$ cat config.mk
export PLATFORM = sky130hd
export DESIGN_NAME = bias_bank_loader_l17
export DESIGN_NICKNAME = d
export VERILOG_FILES = /design/src/rtl/bias_bank_loader_l17.sv
export SDC_FILE = /design/constraint.sdc
export NUM_CORES = 1
export LEC_CHECK = 0
export CAP_MARGIN = 20
export CORE_AREA = 3 3 457 459
export DETAILED_ROUTE_END_ITERATION = 16
export DIE_AREA = 0 0 460 462
export SLEW_MARGIN = 20
export SYNTH_ARGS = -nofsm -noshare
export SYNTH_HDL_FRONTEND = slang
export SYNTH_SLANG_ARGS = --single-unit
export TNS_END_PERCENT = 10
$ cat constraint.sdc
create_clock -name clk -period 3.5 [get_ports clk]
set_clock_uncertainty 0.15 [all_clocks]
set_input_delay 0.525 -clock clk [delete_from_list [all_inputs] [get_ports clk]]
set_output_delay 0.525 -clock clk [all_outputs]
set_load 0.01 [all_outputs]
$ cat src/rtl/bias_bank_loader_l17.sv
// Bias bank loader for the layer-17 4:1 bias mux: fills four banks from a serial
// valid/ready word stream, then steps the bank select z once per adder-tree group.
module bias_bank_loader_l17 #(
    parameter int unsigned N_adder_tree = 16,
    parameter int unsigned CNT_W        = 4
) (
    input  logic                       clk,
    input  logic                       rst_n,
    input  logic                       load_start,
    input  logic [17:0]                bias_in,
    input  logic                       bias_valid,
    output logic                       bias_ready,
    input  logic                       run_start,
    input  logic                       group_done,
    output logic [N_adder_tree*18-1:0] BIAS_1,
    output logic [N_adder_tree*18-1:0] BIAS_2,
    output logic [N_adder_tree*18-1:0] BIAS_3,
    output logic [N_adder_tree*18-1:0] BIAS_4,
    output logic [1:0]                 z,
    output logic                       banks_loaded,
    output logic                       busy,
    output logic                       pass_done
);

    localparam int unsigned BusW = N_adder_tree * 18;

    typedef enum logic [1:0] {StIdle, StLoad, StReady, StRun} state_e;

    state_e           state_q, state_d;
    logic [CNT_W-1:0] word_cnt_q, word_cnt_d;
    logic [1:0]       bank_cnt_q, bank_cnt_d;
    logic [1:0]       z_q, z_d;
    logic             loaded_q, loaded_d;
    logic             pass_done_q, pass_done_d;
    logic [BusW-1:0]  bank_q [4];
    logic             accept;
    logic             last_word;

    assign accept    = (state_q == StLoad) && bias_valid;
    assign last_word = (bank_cnt_q == 2'd3) && (word_cnt_q == CNT_W'(N_adder_tree - 1));

    always_ff @(posedge clk or negedge rst_n) begin
        if (!rst_n) begin
            state_q <= StIdle;
        end else begin
            state_q <= state_d;
        end
    end

    always_comb begin
        state_d     = state_q;
        word_cnt_d  = word_cnt_q;
        bank_cnt_d  = bank_cnt_q;
        z_d         = z_q;
        loaded_d    = loaded_q;
        pass_done_d = 1'b0;
        unique case (state_q)
            StIdle: begin
                if (load_start) begin
                    state_d    = StLoad;
                    word_cnt_d = '0;
                    bank_cnt_d = '0;
                end
            end
            StLoad: begin
                if (accept) begin
                    if (last_word) begin
                        state_d    = StReady;
                        loaded_d   = 1'b1;
                        word_cnt_d = '0;
                        bank_cnt_d = '0;
                    end else if (word_cnt_q == CNT_W'(N_adder_tree - 1)) begin
                        word_cnt_d = '0;
                        bank_cnt_d = bank_cnt_q + 2'd1;
                    end else begin
                        word_cnt_d = word_cnt_q + CNT_W'(1);
                    end
                end
            end
            StReady: begin
                // load_start has priority over run_start
                if (load_start) begin
                    state_d    = StLoad;
                    loaded_d   = 1'b0;
                    word_cnt_d = '0;
                    bank_cnt_d = '0;
                end else if (run_start) begin
                    state_d = StRun;
                    z_d     = 2'd0;
                end
            end
            StRun: begin
                if (group_done) begin
                    if (z_q == 2'd3) begin
                        z_d         = 2'd0;
                        pass_done_d = 1'b1;
                        state_d     = StReady;
                    end else begin
                        z_d = z_q + 2'd1;
                    end
                end
            end
            default: state_d = StIdle;
        endcase
    end

    always_ff @(posedge clk or negedge rst_n) begin
        if (!rst_n) begin
            word_cnt_q  <= '0;
            bank_cnt_q  <= '0;
            z_q         <= '0;
            loaded_q    <= 1'b0;
            pass_done_q <= 1'b0;
        end else begin
            word_cnt_q  <= word_cnt_d;
            bank_cnt_q  <= bank_cnt_d;
            z_q         <= z_d;
            loaded_q    <= loaded_d;
            pass_done_q <= pass_done_d;
        end
    end

    // Only the addressed 18-bit slice is written; every other word holds.
    always_ff @(posedge clk or negedge rst_n) begin
        if (!rst_n) begin
            for (int b = 0; b < 4; b++) begin
                bank_q[b] <= '0;
            end
        end else begin
            for (int b = 0; b < 4; b++) begin
                for (int w = 0; w < int'(N_adder_tree); w++) begin
                    if (accept && (bank_cnt_q == 2'(b)) && (word_cnt_q == CNT_W'(w))) begin
                        bank_q[b][w*18 +: 18] <= bias_in;
                    end
                end
            end
        end
    end

    assign bias_ready   = (state_q == StLoad);
    assign busy         = (state_q == StLoad) || (state_q == StRun);
    assign BIAS_1       = bank_q[0];
    assign BIAS_2       = bank_q[1];
    assign BIAS_3       = bank_q[2];
    assign BIAS_4       = bank_q[3];
    assign z            = z_q;
    assign banks_loaded = loaded_q;
    assign pass_done    = pass_done_q;

endmodule

==> out/results.txt, run 1 <==
met1 WL -> 73200 um
initial antenna violation count -> 22
status -> finished clean
Core Region -> 205000 sq um
Max-cap violations -> 0
die height -> 462 um
largest net degree at the start of global routing -> 114
H-Tree Depth -> 4
worst hold path class -> in2reg
RSZ-0062 raised after global routing -> no
post-place setup slack -> 0.433 ns
number of synthesized flops with an enable pin -> 0
first-pass GRT wire length -> 249000 um
hpwl dp -> 125000 um
DRT iter0 DRCs -> 1523
sequential fraction of the synthesis area -> 64.2%
area grow syn2layout -> 44.8%
Final setup viols -> 0
CTS Buffer Depth -> 3
CP arrival -> 2.62 ns
TritonCTS Sinks -> 1164
drt drc -> 0
post-synth net total -> 2702
Switch Pwr -> 7.91 mW
Flop pwr share -> 44.9%
Peak Freq -> 303 MHz
Starting Density -> 22.2%
vias -> 28.3k
Final Cycle Share -> 94.3%
Critical Path Start -> state_q[0]
Detail Route Antenna Nets -> 0
Net Sw Frac -> 25.3%
CTS buffer count -> 135
TNS Setup -> 0 ns
internal power -> 23.4 mW
Nets -> 3938
Netlist cell types -> 37
CP max stage cell -> dfrtp_1
CP Max Fanout -> 17
Top-Level Pins -> 1182
first-pass iteration count of the detailed router -> 4
FFs w/ async S/R, synth -> 100%
number of fillers in the final layout -> 20.1k
Die W -> 460 um
synthesis-stage register bit count -> 1164
CP peak stage delay -> 0.94 ns
met3 wire length -> 16700 um
Final Hold Fails -> 0
met2 WL post-DR -> 86800 um
Worst VDD drop -> 405 uV
setup ws final -> 0.201 ns
pwr dens -> 476 nW/um^2
GRT overflow -> 0
Comb power frac -> 8.7%
vias in the first global route -> 30.5k
clock share of power -> 46.4%
CTS tree -> done
Total Routing Usage GR -> 16.6%
hold_sp -> bias_in[10]
Root Buffer Master -> clkbuf_16
Leakage -> 31.6 nW
crit path kind -> reg2out
Yosys warnings -> 0
Mapped Cells -> 2669
element type at the critical path end -> output port
r2r startpoint -> state_q[0]
RePlAce Congestion -> 0.761
hold_buf cts -> 1
Worst Setup Start Kind -> flop
syn_area_per_cell -> 17.0 sq um
cell breakdown of the critical path -> buf_4, clkdlybuf4s50_1
IO Port Bufs -> 1181
post-CTS setup buffers -> 0
fin. max-slew vios -> 0
Cell Area, Synth -> 45400 sq um
Die Area -> 213000 sq um
Skew-Pair Late Insertion Delay -> 0.78 ns
Max Used Layer -> met4
Main synth FF type -> dfrtp_1
Worst Tran Pin Value -> 0.960 ns
cts repair resizes -> 0
layout cell share with drive strength beyond 1 -> 38.9%
WL final -> 181000 um
fin crit period -> 3.30 ns
required time worst endpoint -> 2.82 ns
Vias/cell -> 4.22
CTS clk-pin slew, worst paths -> 0.06 ns
FP Rows -> 166
slew margin rel. -> 36.0%
WL/cell -> 27.0 um
-- power by group through the flow --
stage	Sequential (mW)	Clock [mW]	Combinational [mW]
2_1_floorplan	14.4	0	0.924
3_3_place_gp	14.3	0	2.77
3_5_place_dp	14.3	0	2.78
4_1_cts	14.1	14.9	2.79
5_1_grt	14.1	15.4	2.91
6_report	14.1	14.5	2.71
-- Yosys cell counts, types with 3 or more instances --
cell type / instances / area, sq um
buf_1: 18 / 67.6
mux2_1: 33 / 372
nor2_8: 28 / 561
nand2_2: 4 / 25.0
nor3b_4: 4 / 75.1
buf_6: 28 / 315
nand3b_4: 8 / 160
clkbuf_1: 110 / 413
o21ai_0: 5 / 25.0
buf_4: 45 / 338
dfrtp_1: 1164 / 29100
nand2_4: 12 / 135
mux2_2: 1029 / 11600
nor2_1: 3 / 11.3
nand3_4: 4 / 70.1
nand3_1: 7 / 35.0
nand4b_4: 4 / 95.1
nand4_1: 3 / 18.8
nand2_1: 10 / 37.5
nor2_4: 20 / 225
mux2_4: 90 / 1350
inv_1: 8 / 30.0
ha_1: 9 / 113
buf_2: 5 / 25.0
and4b_1: 4 / 40.0
-- final cells by class --
cell class	count	area, sq um	area share [%]
well taps	2688	3360	5.12
multi-input cells	1290	15000	22.9
inverters	8	30.0	0.0457
clock buffers	190	3850	5.85
clock inverters	52	751	1.14
repair buffers	1306	13500	20.6
flip-flops and latches	1164	29100	44.3
diodes	6	15.0	0.0229
-- critical path: cells and delay by family, from the launching register on --
kind | cells | cell delay, ns
flip-flops | 1 | 0.94
buffers and inverters | 2 | 0.91
-- cells by family after synthesis --
family          count (synthesis)  synth area share [%]
mux                          1154                  29.4
compound gates                  9                 0.119
fa+ha+maj                       9                 0.248
buf+inv                       215                  2.65
simple gates                  118                  3.39
flops                        1164                  64.2
-- stage by stage --
stage,instances,utilization [%],instance area [sq um],hold WS [ns],power [mW]
after CTS,6698,32.1,65700,0.158,31.8
after global routing,6698,32.1,65700,0.198,32.4
after floorplan,2669,-,45400,0.0794,15.3
after global placement,6455,29.8,61100,0.317,17.0
final,6704,32.1,65700,0.242,31.3
after detailed placement,6455,29.8,61100,0.324,17.1
-- cell usage in the layout (no fill, tap or decap), types with 8 or more instances in the layout --
cell and count:
clkbuf_16 136, clkbuf_1 30, dfrtp_1 1164, mux2_1 33, clkinv_2 18, clkbuf_8 24, clkdlybuf4s50_1 1162, nor2_8 28
nand3b_4 8, mux2_4 90, inv_1 8, nand2_1 10, nor2_4 20, mux2_2 1029, buf_12 65, bufinv_16 9
buf_4 77, nand2_4 12, ha_1 9
-- registers in the layout, indices dropped and copies added, names as in the netlist --
signal / flops
bank_cnt_q: 2
state_q: 2
word_cnt_q: 4
BIAS_2: 288
pass_done: 1
BIAS_3: 288
banks_loaded: 1
z: 2
BIAS_1: 288
BIAS_4: 288
-- final timing paths --
kind | depth (start not counted) | slack, ns | end
setup / recovery | 2 | 0.20 | busy
hold / removal | 2 | 0.24 | BIAS_2[154]
setup reg to reg | 4 | 0.74 | BIAS_3[13]
hold reg to reg | 1 | 0.33 | BIAS_3[224]
max in group asynchronous | 4 | 1.77 | BIAS_3[65]
min in group asynchronous | 2 | 0.26 | BIAS_1[279]
-- layer usage --
| layer | track usage, % | up-vias |
|---|---|---|
| met4 | 4.69 | 0 |
| met3 | 6.00 | 217 |
| li1 | - | 11900 |
| met2 | 27.7 | 1168 |
| met5 | 0 | - |
| met1 | 20.0 | 15000 |
Power figures use the tool's default switching activity.
==> inputs of run 2 (changes only) <==
--- a/config.mk
+++ b/config.mk
@@ -8,5 +8,6 @@
 export CAP_MARGIN = 20
-export CORE_AREA = 3 3 457 459
+export CORE_AREA = 10 10 451 453
 export DETAILED_ROUTE_END_ITERATION = 16
-export DIE_AREA = 0 0 460 462
+export DIE_AREA = 0 0 461 463
+export GPL_TIMING_DRIVEN = 0
 export SLEW_MARGIN = 20
--- a/constraint.sdc
+++ b/constraint.sdc
@@ -4,2 +4,2 @@
 set_output_delay 0.525 -clock clk [all_outputs]
-set_load 0.01 [all_outputs]
+set_load 0.1 [all_outputs]
==> run 2 against run 1 <==
Against the previous run:
- maximum frequency about the same
- sequential share of layout area up 0.40 points
- combinational power up 91%
- via count up 0.43%
- worst hold slack worse by 0.17 ns
- critical path type unchanged
- die area up 0.43%
- largest power group is now registers
- utilization up 1.4 points
- sequential cell count unchanged
- final cell count down 0.78%
- non-clock buffer count up 90
==> out/results.txt, run 2 (synthesized netlist as in run 1, its figures left out) <==
GRT overflow -> 0 (unchanged)
RePlAce Congestion -> 0.799 (+5.1%)
Worst VDD drop -> 656 uV (+62%)
CTS tree -> done
status -> finished clean
CP max stage cell -> clkdlybuf4s50_1
Leakage -> 31.6 nW (-0.17%)
CTS Buffer Depth -> 3 (unchanged)
IO Port Bufs -> 1163 (-1.5%)
CTS buffer count -> 135 (unchanged)
largest net degree at the start of global routing -> 141 (+24%)
initial antenna violation count -> 31 (+41%)
first-pass GRT wire length -> 267000 um (+7.0%)
vias -> 28.4k (+0.43%)
WL final -> 198000 um (+9.1%)
CP peak stage delay -> 1.19 ns (+0.25 ns)
Die Area -> 213000 sq um (+0.43%)
Nets -> 4028 (+2.3%)
Skew-Pair Late Insertion Delay -> 0.77 ns (about the same)
hpwl dp -> 151000 um (+21%)
FP Rows -> 162 (-2.4%)
cell breakdown of the critical path -> buf_4, clkbuf_1, clkdlybuf4s50_1
commonest non-fill, non-tap cells in the layout -> dfrtp_1 (1164), clkdlybuf4s50_1 (1139), mux2_2 (1029), clkbuf_16 (137), clkbuf_1 (132)
Die W -> 461 um (+0.22%)
vias in the first global route -> 30.5k (+0.033%)
CP arrival -> 2.62 ns (about the same)
Final setup viols -> 0 (unchanged)
Peak Freq -> 303 MHz (about the same)
Vias/cell -> 4.27 (+1.2%)
worst hold path class -> in2reg
WL/cell -> 29.7 um (+9.9%)
Placed Instance Area -> 60700 sq um (-0.57%)
RSZ-0062 raised after global routing -> no
area grow syn2layout -> 43.5%
post-place setup slack -> 0.0222 ns (-0.411 ns)
Core Region -> 194000 sq um (-5.2%)
Worst Tran Pin Value -> 1.15 ns (+0.194 ns)
die height -> 463 um (+0.22%)
Detail Route Antenna Nets -> 0 (unchanged)
final instance area -> 65100 sq um (-0.90%)
Max-cap violations -> 0 (unchanged)
CTS clk-pin slew, worst paths -> 0.06 ns (about the same)
Root Buffer Master -> clkbuf_16
Total Routing Usage GR -> 17.9% (+1.3 points)
DRT iter0 DRCs -> 1376 (-9.7%)
first-pass iteration count of the detailed router -> 6 (+2)
TritonCTS Sinks -> 1164 (unchanged)
pwr dens -> 510 nW/um^2 (+7.1%)
fin crit period -> 3.30 ns (-0.00128 ns)
Worst Setup Start Kind -> flop
CP Max Fanout -> 10 (-7)
setup ws final -> 0.202 ns (+0.00128 ns)
Total Power Consumption -> 33.2 mW (+6.1%)
element type at the critical path end -> output port
crit path kind -> reg2out
required time worst endpoint -> 2.82 ns (about the same)
most common cell after layout, fill and taps aside -> dfrtp_1
Final Cycle Share -> 94.2% (about the same)
layout cell share with drive strength beyond 1 -> 38.2% (-0.69 points)
slew margin rel. -> 22.8% (-13 points)
fin util -> 33.5% (+1.4 points)
number of fillers in the final layout -> 19.1k (-5.1%)
H-Tree Depth -> 4 (unchanged)
Top-Level Pins -> 1182 (unchanged)
drt drc -> 0 (unchanged)
Final Hold Fails -> 0 (unchanged)
fin. max-slew vios -> 0 (unchanged)
TNS Setup -> 0 ns (unchanged)
Starting Density -> 23.4% (+1.2 points)
[run 2: cell count changes in the layout (fill, tap and decap cells not counted), moves of 4 or more]
cell	before	now
buf_12	65	8
buf_16	0	16
buf_2	0	45
buf_4	77	45
buf_6	0	29
bufinv_16	9	4
clkbuf_1	30	132
clkbuf_2	0	8
clkdlybuf4s50_1	1162	1139
clkinv_16	5	1
clkinv_2	18	24
clkinv_4	5	1
diode_2	6	17
inv_6	6	10
[run 2: layout make-up]
class / instances / area [sq um] / area share [%]
inverters: 8 / 30.0 / 0.0461
clock inverters: 48 / 512 / 0.786
well taps: 2542 / 3180 / 4.88
diodes: 17 / 42.5 / 0.0653
plain buffers: 207 / 1200 / 1.85
multi-input cells: 1290 / 15000 / 23.1
clock buffers: 187 / 3810 / 5.86
repair buffers: 1189 / 12200 / 18.7
flip-flops and latches: 1164 / 29100 / 44.7
[run 2: metal layers]
metal / vias up / track usage [%] / wire length (um)
met5: - / 0 / 0
met4: 0 / 7.20 / 8520
met3: 267 / 8.11 / 21500
met2: 1184 / 28.5 / 90900
met1: 14900 / 20.8 / 76700
li1: 12000 / - / -
[run 2: final timing paths]
path	start	to	slack, ns	cells past startpoint
worst max register to register	word_cnt_q[1]	BIAS_4[242]	0.70	6
max in group asynchronous	rst_n	BIAS_2[10]	0.39	6
min in group asynchronous	rst_n	BIAS_2[151]	0.27	2
worst max-delay path	state_q[0]	busy	0.20	3
worst min-delay path	bias_in[10]	BIAS_1[154]	0.07	2
worst min register to register	BIAS_4[224]	BIAS_4[224]	0.33	1
[run 2: stage by stage]
step / std cells / hold WS (ns)
CTS: 6634 / 0.00400
detailed placement: 6398 / 0.324
finish: 6652 / 0.0739
global placement: 6374 / 0.317
global route: 6638 / 0.00952
floorplan: 2669 / 0.0794
[run 2: where the power goes]
part | switching [mW] | total, mW | internal [mW]
sequential | 0.206 | 14.0 | 13.8
combinational | 4.08 | 5.18 | 1.10
clock | 6.03 | 14.0 | 7.99
[run 2: repair_timing]
item,in CTS,in global routing
setup buffers,0,0
setup endpoints to repair,1,126
endpoints found under the hold margin,133,0
hold buffers,1,0
cloned,0,1
resized for setup,2,2
[run 2: critical path: cells and delay by family, from the launching register on]
kind / cells / cell delay, ns
buffers and inverters: 3 / 1.51
DFF: 1 / 0.34
==> inputs of run 3 (changes only) <==
- ABC_CLOCK_PERIOD_IN_PS: unset -> 3500
- HOLD_SLACK_MARGIN: unset -> 0.02
==> run 3 against run 2 <==
Against the previous run:
- clock power hardly changed
- sequential cell count did not move
- worst setup slack worse by 0.0042 ns
- critical path depth did not move
- maximum frequency decreased by 0.13%
- combinational power hardly changed
- utilization about the same
- non-clock buffer count grew 2
- wire length barely moved
- via count about the same
- global-route usage barely moved
- largest power group unchanged
==> out/results.txt, run 3 (synthesized netlist as in run 1, its figures left out) <==
CTS buffer count -> 135 (unchanged)
pwr dens -> 510 nW/um^2 (about the same)
Final setup viols -> 0 (unchanged)
element type at the critical path end -> output port
Final Cycle Share -> 94.3% (+0.12 points)
Core Region -> 194000 sq um (unchanged)
WL/cell -> 29.7 um (about the same)
most common cell after layout, fill and taps aside -> dfrtp_1
IO Port Bufs -> 1163 (unchanged)
TNS Setup -> 0 ns (unchanged)
Detail Route Antenna Nets -> 0 (unchanged)
Die W -> 461 um (unchanged)
Comb power frac -> 15.6% (about the same)
Nets -> 4030 (+0.050%)
Worst Reg2Reg Path Length in Cells -> 6 (unchanged)
crit path kind -> reg2out
number of fillers in the final layout -> 19.1k (-0.010%)
FP Rows -> 162 (unchanged)
Worst Setup Start Kind -> flop
commonest non-fill, non-tap cells in the layout -> dfrtp_1 (1164), clkdlybuf4s50_1 (1139), mux2_2 (1029), clkbuf_16 (137), clkbuf_1 (132)
Switch Pwr -> 10.3 mW (about the same)
Starting Density -> 23.4% (unchanged)
CP Max Fanout -> 10 (unchanged)
Peak Freq -> 303 MHz (-0.13%)
CTS clk-pin slew, worst paths -> 0.06 ns (about the same)
WP depth -> 3 (unchanged)
Net Sw Frac -> 31.0% (about the same)
H-Tree Depth -> 4 (unchanged)
worst hold path class -> in2reg
fin util -> 33.5% (about the same)
Top-Level Pins -> 1182 (unchanged)
largest net degree at the start of global routing -> 141 (unchanged)
GRT overflow -> 0 (unchanged)
RePlAce Congestion -> 0.799 (unchanged)
first-pass iteration count of the detailed router -> 4 (-2)
status -> finished clean
layout cell share with drive strength beyond 1 -> 38.2% (about the same)
CTS Buffer Depth -> 3 (unchanged)
fin crit period -> 3.30 ns (+0.00415 ns)
CP peak stage delay -> 1.19 ns (about the same)
DRT iter0 DRCs -> 1417 (+3.0%)
WL final -> 198000 um (about the same)
cell breakdown of the critical path -> buf_4, clkbuf_1, clkdlybuf4s50_1
first-pass GRT wire length -> 267000 um (about the same)
CP max stage cell -> clkdlybuf4s50_1
area grow syn2layout -> 43.5% (about the same)
Vias/cell -> 4.27 (about the same)
vias in the first global route -> 30.5k (+0.036%)
drt drc -> 0 (unchanged)
RSZ-0062 raised after global routing -> no
post-CTS setup buffers -> 0 (unchanged)
slew margin rel. -> 22.8% (about the same)
Root Buffer Master -> clkbuf_16
die height -> 463 um (unchanged)
internal power -> 22.9 mW (about the same)
required time worst endpoint -> 2.82 ns (about the same)
Worst VDD drop -> 655 uV (-0.14%)
CTS tree -> done
Total Routing Usage GR -> 17.9% (about the same)
TritonCTS Sinks -> 1164 (unchanged)
Worst Path Buf+Inv -> 3 (unchanged)
CP arrival -> 2.63 ns (about the same)
Worst Tran Pin Value -> 1.15 ns (+0.000255 ns)
Hold Path Stages -> 3 (+1)
Skew-Pair Late Insertion Delay -> 0.77 ns (about the same)
delay-heaviest family, CP -> buffers and inverters
vias -> 28.4k (+0.021%)
Final Hold Fails -> 0 (unchanged)
Flop pwr share -> 42.2% (about the same)
Max-cap violations -> 0 (unchanged)
Leakage -> 31.6 nW (about the same)
clock share of power -> 42.2% (about the same)
fin. max-slew vios -> 0 (unchanged)
initial antenna violation count -> 31 (unchanged)
Die Area -> 213000 sq um (unchanged)
hpwl dp -> 151000 um (unchanged)
run 3: cell count changes in the layout (fill, tap and decap cells not counted):
cell,change
diode_2,-3
dlygate4sd3_1,+2
run 3: per-stage QoR:
step / instance area, sq um / hold slack, ns / power, mW / std cells / setup slack, ns
2_1_floorplan: 45400 / 0.0794 / 17.7 / 2669 / 0.671
3_3_place_gp: 60200 / 0.317 / 19.4 / 6374 / -52.26
3_5_place_dp: 60700 / 0.324 / 19.5 / 6398 / 0.0222
4_1_cts: 65100 / 0.0335 / 33.7 / 6636 / 0.0222
5_1_grt: 65100 / 0.0559 / 34.3 / 6640 / 0.0132
6_report: 65100 / 0.0969 / 33.2 / 6651 / 0.198
run 3: path summary, 6_finish.rpt:
path | slack, ns | start | endpoint
worst max-delay path | 0.20 | state_q[0] | busy
worst min-delay path | 0.1 | bias_in[2] | BIAS_1[128]
worst max register to register | 0.67 | word_cnt_q[1] | BIAS_2[102]
worst min register to register | 0.33 | BIAS_4[224] | BIAS_4[224]
max in group asynchronous | 0.36 | rst_n | BIAS_3[16]
min in group asynchronous | 0.27 | rst_n | BIAS_2[151]
run 3: power by group through the flow:
stage                     Sequential [mW]  Combinational (mW)  Clock [mW]
final                                14.0                5.18        14.0
after global routing                 14.1                5.37        14.9
after CTS                            14.0                5.26        14.4
after detailed placement             14.3                5.26           0
after global placement               14.3                5.08           0
after floorplan                      16.7               0.979           0
run 3: timing repair:
item,4_1_cts,5_1_grt
pin swaps,0,0
cloned,0,1
resized for setup,2,2
setup endpoints to repair,1,126
hold buffers,3,0
endpoints found under the hold margin,135,0
run 3: area by class of cell:
type                            count  area, sq um  area share, %
Multi-Input combinational cell   1290        15000           23.1
Buffer                            207         1200           1.85
Tap cell                         2542         3180           4.88
Clock inverter                     48          512          0.786
Inverter                            8         30.0         0.0461
Timing Repair Buffer             1191        12200           18.7
Antenna cell                       14         35.0         0.0538
Clock buffer                      187         3810           5.86
Sequential cell                  1164        29100           44.7
run 3: tightest hold or removal path: stages:
cell	delay, ns
buf_2	0.10
buf_12	0.18
mux2_2	0.17
run 3: routing by layer:
metal	GRT usage [%]	vias to the layer above	wire length, um
li1	-	12000	-
met1	20.8	14900	76900
met2	28.5	1189	90900
met3	8.11	267	21300
met4	7.20	0	8550
met5	0	-	0
